File: src/rtl/rv_pipe_pkg.sv
// Shared types for the RV32I pipeline sequencer:
// FSM state encoding, forwarding selects and the decode bundle width.
package rv_pipe_pkg;

  localparam int unsigned CTRL_W = 12;

  typedef enum logic [1:0] {
    RUN      = 2'd0,
    MEM_WAIT = 2'd1,
    DRAIN    = 2'd2,
    HALTED   = 2'd3
  } state_e;

  localparam logic [1:0] FWD_RF  = 2'b00;
  localparam logic [1:0] FWD_MEM = 2'b10;
  localparam logic [1:0] FWD_WB  = 2'b01;

  // The younger producer (MEM) must win over WB.
  function automatic logic [1:0] fwd_sel(
    input logic [4:0] rs,
    input logic       mem_we,
    input logic [4:0] mem_rd,
    input logic       wb_we,
    input logic [4:0] wb_rd
  );
    logic [1:0] sel;
    sel = FWD_RF;
    if (mem_we && (mem_rd != 5'd0) && (mem_rd == rs))
      sel = FWD_MEM;
    else if (wb_we && (wb_rd != 5'd0) && (wb_rd == rs))
      sel = FWD_WB;
    return sel;
  endfunction

endpackage

File: src/rtl/pipe_hazard_ctrl_fwd.sv
// EX-stage operand forwarding selects.
// Purely combinational, active in every sequencer state.
module pipe_fwd_unit
  import rv_pipe_pkg::*;
(
  input  logic [4:0] i_ex_rs1,
  input  logic [4:0] i_ex_rs2,
  input  logic [4:0] i_mem_rd,
  input  logic [4:0] i_wb_rd,
  input  logic       i_mem_reg_write,
  input  logic       i_wb_reg_write,
  output logic [1:0] o_fwd_a,
  output logic [1:0] o_fwd_b
);

  assign o_fwd_a = fwd_sel(i_ex_rs1,
                           i_mem_reg_write, i_mem_rd,
                           i_wb_reg_write, i_wb_rd);

  assign o_fwd_b = fwd_sel(i_ex_rs2,
                           i_mem_reg_write, i_mem_rd,
                           i_wb_reg_write, i_wb_rd);

endmodule

File: src/rtl/pipe_hazard_ctrl.sv
// Pipeline sequencer: stall/flush/bubble strobes, memory-wait freeze,
// EBREAK drain-and-halt, forwarding selects and perf counters.
module pipe_hazard_ctrl
  import rv_pipe_pkg::*;
#(
  parameter int unsigned MEM_TIMEOUT = 255,
  parameter int unsigned DRAIN_CYC   = 3,
  parameter int unsigned CNT_W       = 32
)
(
  input  logic             i_clk,
  input  logic             i_reset,
  input  logic [4:0]       i_id_rs1,
  input  logic [4:0]       i_id_rs2,
  input  logic             i_id_use_rs1,
  input  logic             i_id_use_rs2,
  input  logic [4:0]       i_ex_rs1,
  input  logic [4:0]       i_ex_rs2,
  input  logic [4:0]       i_ex_rd,
  input  logic             i_ex_mem_read,
  input  logic             i_ex_take,
  input  logic [4:0]       i_mem_rd,
  input  logic [4:0]       i_wb_rd,
  input  logic             i_mem_reg_write,
  input  logic             i_wb_reg_write,
  input  logic             i_dmem_req,
  input  logic             i_dmem_ready,
  input  logic             i_halt_req,
  input  logic             i_resume,
  output logic             o_pc_write,
  output logic             o_if_id_write,
  output logic             o_if_id_flush,
  output logic             o_id_ex_bubble,
  output logic             o_pipe_freeze,
  output logic [1:0]       o_fwd_a,
  output logic [1:0]       o_fwd_b,
  output logic             o_halted,
  output logic             o_mem_timeout,
  output logic [CNT_W-1:0] o_stall_cnt,
  output logic [CNT_W-1:0] o_flush_cnt
);

  localparam int unsigned WAIT_W = $clog2(MEM_TIMEOUT + 1);
  localparam int unsigned DRN_W  = $clog2(DRAIN_CYC + 1);

  state_e            r_state;
  state_e            w_next;
  logic [WAIT_W-1:0] r_wait_cnt;
  logic [DRN_W-1:0]  r_drain_cnt;
  logic              r_mem_timeout;
  logic [CNT_W-1:0]  r_stall_cnt;
  logic [CNT_W-1:0]  r_flush_cnt;

  logic w_mem_wait;
  logic w_lu_rs1;
  logic w_lu_rs2;
  logic w_load_use;
  logic w_stall_inc;
  logic w_flush_inc;
  logic w_drain_load;
  logic w_drain_dec;

  assign w_mem_wait = i_dmem_req && !i_dmem_ready;
  assign w_lu_rs1   = i_id_use_rs1 && (i_id_rs1 == i_ex_rd);
  assign w_lu_rs2   = i_id_use_rs2 && (i_id_rs2 == i_ex_rd);
  assign w_load_use = i_ex_mem_read && (i_ex_rd != 5'd0) &&
                      (w_lu_rs1 || w_lu_rs2);

  pipe_fwd_unit u_fwd (
    .i_ex_rs1        (i_ex_rs1),
    .i_ex_rs2        (i_ex_rs2),
    .i_mem_rd        (i_mem_rd),
    .i_wb_rd         (i_wb_rd),
    .i_mem_reg_write (i_mem_reg_write),
    .i_wb_reg_write  (i_wb_reg_write),
    .o_fwd_a         (o_fwd_a),
    .o_fwd_b         (o_fwd_b)
  );

  always_comb begin
    o_pc_write     = 1'b0;
    o_if_id_write  = 1'b0;
    o_if_id_flush  = 1'b0;
    o_id_ex_bubble = 1'b0;
    o_pipe_freeze  = 1'b0;
    w_next         = r_state;
    w_stall_inc    = 1'b0;
    w_flush_inc    = 1'b0;
    w_drain_load   = 1'b0;
    w_drain_dec    = 1'b0;
    if (!i_reset) begin
      unique case (r_state)
        RUN, MEM_WAIT: begin
          if ((r_state == MEM_WAIT) && !i_dmem_ready) begin
            o_pipe_freeze = 1'b1;
            w_stall_inc   = 1'b1;
          end else begin
            // The release cycle of a wait is an ordinary RUN cycle.
            w_next        = RUN;
            o_pc_write    = 1'b1;
            o_if_id_write = 1'b1;
            if (w_mem_wait) begin
              o_pc_write    = 1'b0;
              o_if_id_write = 1'b0;
              o_pipe_freeze = 1'b1;
              w_stall_inc   = 1'b1;
              w_next        = MEM_WAIT;
            end else if (i_ex_take) begin
              o_if_id_flush  = 1'b1;
              o_id_ex_bubble = 1'b1;
              w_flush_inc    = 1'b1;
            end else if (i_halt_req) begin
              w_next       = DRAIN;
              w_drain_load = 1'b1;
            end else if (w_load_use) begin
              o_pc_write     = 1'b0;
              o_if_id_write  = 1'b0;
              o_id_ex_bubble = 1'b1;
              w_stall_inc    = 1'b1;
            end
          end
        end
        DRAIN: begin
          o_if_id_flush = 1'b1;
          if (w_mem_wait) begin
            o_pipe_freeze = 1'b1;
            w_stall_inc   = 1'b1;
          end else begin
            o_if_id_write = 1'b1;
            w_drain_dec   = 1'b1;
            if (r_drain_cnt <= DRN_W'(1))
              w_next = HALTED;
          end
        end
        HALTED: begin
          o_if_id_flush = 1'b1;
          o_pipe_freeze = 1'b1;
          if (i_resume)
            w_next = RUN;
        end
      endcase
    end
  end

  always_ff @(posedge i_clk) begin
    if (i_reset) begin
      r_state       <= RUN;
      r_wait_cnt    <= '0;
      r_drain_cnt   <= '0;
      r_mem_timeout <= 1'b0;
      r_stall_cnt   <= '0;
      r_flush_cnt   <= '0;
    end else begin
      r_state <= w_next;
      if (w_stall_inc)
        r_stall_cnt <= r_stall_cnt + CNT_W'(1);
      if (w_flush_inc)
        r_flush_cnt <= r_flush_cnt + CNT_W'(1);
      if (w_drain_load)
        r_drain_cnt <= DRN_W'(DRAIN_CYC);
      else if (w_drain_dec)
        r_drain_cnt <= r_drain_cnt - DRN_W'(1);
      // Counts every cycle spent in MEM_WAIT, saturating at the limit.
      if (r_state == MEM_WAIT) begin
        if (r_wait_cnt != WAIT_W'(MEM_TIMEOUT))
          r_wait_cnt <= r_wait_cnt + WAIT_W'(1);
        if (r_wait_cnt >= WAIT_W'(MEM_TIMEOUT - 1))
          r_mem_timeout <= 1'b1;
      end else begin
        r_wait_cnt <= '0;
      end
    end
  end

  assign o_halted      = (r_state == HALTED);
  assign o_mem_timeout = r_mem_timeout;
  assign o_stall_cnt   = r_stall_cnt;
  assign o_flush_cnt   = r_flush_cnt;

endmodule

File: config.mk
export PLATFORM = sky130hd
export DESIGN_NAME = pipe_hazard_ctrl
export DESIGN_NICKNAME = d
export VERILOG_FILES = /design/src/rtl/rv_pipe_pkg.sv /design/src/rtl/pipe_hazard_ctrl_fwd.sv /design/src/rtl/pipe_hazard_ctrl.sv
export SDC_FILE = /design/constraint.sdc
export NUM_CORES = 1
export LEC_CHECK = 0
export CORE_MARGIN = 8
export CORE_UTILIZATION = 57
export CTS_CLUSTER_SIZE = 28
export DETAILED_ROUTE_END_ITERATION = 7
export DONT_BUFFER_PORTS = 1
export PLACE_DENSITY = 0.79
export SYNTH_ARGS = -nofsm -noshare
export SYNTH_HDL_FRONTEND = slang
export SYNTH_HIERARCHICAL = 1
export SYNTH_SLANG_ARGS = --single-unit
export TNS_END_PERCENT = 30
File: constraint.sdc
create_clock -name i_clk -period 1.9 [get_ports i_clk]
set_clock_uncertainty 0.15 [all_clocks]
set_input_delay 0.285 -clock i_clk [delete_from_list [all_inputs] [get_ports i_clk]]
set_output_delay 0.285 -clock i_clk [all_outputs]
set_load 0.05 [all_outputs]
==> qor.txt <==
Status -> complete, but fails checks
Failing checks -> setup timing
Vias in the first global route -> 4120
Initial antenna violation count -> 0
Depth of the CTS H-tree -> 3
Fillers -> 507
Syn nets -> 554
Top-count cell post-synth -> dfxtp_1
Initial drt markers -> 140
Per-cell routed wire length -> 17.1 µm
RSZ-0062 raised after global routing -> yes
Final Hold Slack -> 0.0217 ns
CTS tree -> done
DRC viols -> 0
Die H -> 101 µm
Post-synthesis sequential area ratio -> 37.2%
Hold Vio Cnt, Final -> 0
Pwr/cell area -> 601 mW/mm²
Num rows -> 31
Min cycle time layout -> 1.99 ns
Avg Inst Size Synth -> 8.25 µm²
CTS sink count -> 77
Fraction of registers with async set/reset -> 0%
Via count -> 4112
Routed WL -> 12.0 mm
Final-report max-slew violation count -> 0
Root buffer cell -> clkbuf_8
Number of I/O pins -> 122
Synthesis-stage register bit count -> 77
Number of enable flip-flop cells after synthesis -> 0
Post-synth cell types -> 45
Peak VDD IR -> 0.000655 V
CTS Buffer Depth -> 2
Top FF cell, synth -> dfxtp_1
CTS buffer count -> 9
Area of the mapped netlist -> 0.00414 mm²
Initial Util -> 58.0%
Period utilization -> 105%
Total congestion overflow -> 0
Commonest cells in the netlist -> dfxtp_1, nor2_1, a21oi_1
Die width -> 101 µm
Total track usage -> 22.6%
Slew headroom -> 63.1%
Gp weighted congestion -> 0.864
Area contributors post-synth -> dfxtp_1, xnor2_1, xor2_1
Synth area leader -> dfxtp_1
Fmax achieved -> 0.503 GHz
CP required -> 1.98 ns
Hold WC Path Type -> primary input to register
Post-synthesis cell count -> 502
Placed cell areas -> 0.00517 mm²
Sum Neg Setup Slack -> -1.21 ns
DR vias/cell -> 5.83
Port-buffer cells -> 0
Critical setup path kind -> register to register
Clk_lat worst skew -> 0.34 ns
Critical path fanouts, max -> 4
Largest net degree at the start of global routing -> 69
Maximum capacitance violations -> 0
Die ar. -> 0.0102 mm²
Kind of start point of the critical path -> register
Top-area cell type share of the netlist area -> 37.2%
Leak -> 2.05 nW
Worst slew pin tran -> 0.553 ns
Wire length of the first global-routing pass -> 18.9 mm
Synth Warn # -> 6
Nets -> 653
CP endpoint kind -> register
Post-route worst setup slack -> -0.0871 ns
# setup viols final -> 25
Critical Path AT -> 2.06 ns
First-pass detailed-route iteration total -> 4
Core Box Area -> 0.00714 mm²
Share of cells above drive strength 1 -> 32.7%
Clk slew on worst S/H paths -> 0.09 ns
Ant. Diodes -> 0
Post-route cell area -> 0.00562 mm²
Area Growth Syn to Fin -> 35.6%
Post-DP HPWL -> 8.72 mm
Post-route ant nets -> 0
## cells in the final DEF, fill, tap and decap left out, types with 5 or more instances in the layout
cell type	netlist	layout
dfxtp_2	0	14
xnor2_1	35	35
buf_12	0	6
nand4_1	23	23
buf_6	2	8
nand2b_1	6	6
xor2_1	30	30
a21oi_1	41	38
clkbuf_8	0	9
or3_1	22	21
nand3_1	33	30
nand2_1	33	30
dfxtp_4	0	12
and2_1	6	5
inv_1	6	6
buf_4	2	95
o21ai_0	26	25
or4_1	13	9
dfxtp_1	77	51
and3_1	11	9
nor2_1	53	49
o31ai_1	10	10
## power by group
part | total (W) | switching (W) | internal [W]
registers | 0.00164 | 0.0000208 | 0.00162
clock network | 0.00130 | 0.000567 | 0.000735
logic | 0.000435 | 0.000243 | 0.000192
total | 0.00337 | 0.000830 | 0.00254
## worst paths after layout
path,to,cells past startpoint,from,slack (ns)
max reg2reg,o_flush_cnt[16],8,o_flush_cnt[10],-0.09
min,r_drain_cnt[1],3,i_ex_take,0.02
min reg2reg,o_stall_cnt[30],2,o_stall_cnt[30],0.37
max,o_flush_cnt[16],8,o_flush_cnt[10],-0.09
## cells by family after synthesis
| group | synth area share (%) |
|---|---|
| AND/OR/NAND/NOR | 31.4 |
| AO/OA/AOI/OAI | 12.1 |
| flip-flops | 37.2 |
| XOR/XNOR | 13.7 |
| buffers and inverters | 3.32 |
| adder cells (fa/ha/maj) | 1.51 |
| multiplexers | 0.725 |
## area by class of cell
type                            instances  area, µm²  area share (%)
Clock buffer                           11        131            2.34
Clock inverter                          5       76.3            1.36
Sequential cell                        77       1600            28.6
Tap cell                               99        124            2.21
Inverter                                6       22.5           0.401
Multi-Input combinational cell        395       2690            47.9
Timing Repair Buffer                  112        971            17.3
## registers in the layout, indices dropped and copies added (netlist names)
signal	flops
o_flush_cnt	32
o_stall_cnt	32
r_wait_cnt	8
r_drain_cnt	2
r_state	2
o_mem_timeout	1
## worst max-delay path, cell delays in order, from the launching register on
cell	delay, ns
dfxtp_4	0.35
nand4_1	0.13
or3_4	0.41
buf_4	0.15
nor3_4	0.19
buf_6	0.15
nand4_1	0.12
xor2_1	0.17
nor2_1	0.06
## layer usage
metal  track usage, %  routed length [µm]  part of all wire [%]
met1             22.5                4350                    36
met2             42.2                6490                    54
met3             6.67                 934                   7.8
met4             9.97                 249                   2.1
met5                0                   0                     0
## repair_timing
item                                    4_1_cts  5_1_grt
gates resized for setup                      21       20
setup buffers                                 3        2
pin swaps                                    13       16
hold endpoints to repair                     69        0
cloned                                        0        0
hold buffers                                  3        0
endpoints found under the setup margin       48       55
## stage by stage
| step | std cells | setup slack (ns) | utilization [%] | total power, W |
|---|---|---|---|---|
| finish | 705 | -0.0871 | 78.7 | 0.00337 |
| global route | 705 | -0.175 | 78.7 | 0.00351 |
| CTS | 703 | -0.0981 | 77.4 | 0.00339 |
| detailed placement | 681 | -0.175 | 72.4 | 0.00205 |
| global placement | 681 | -0.0818 | 72.4 | 0.00203 |
| floorplan | 502 | -0.344 | - | 0.00196 |
No activity file was read; power rests on OpenSTA's default activity.
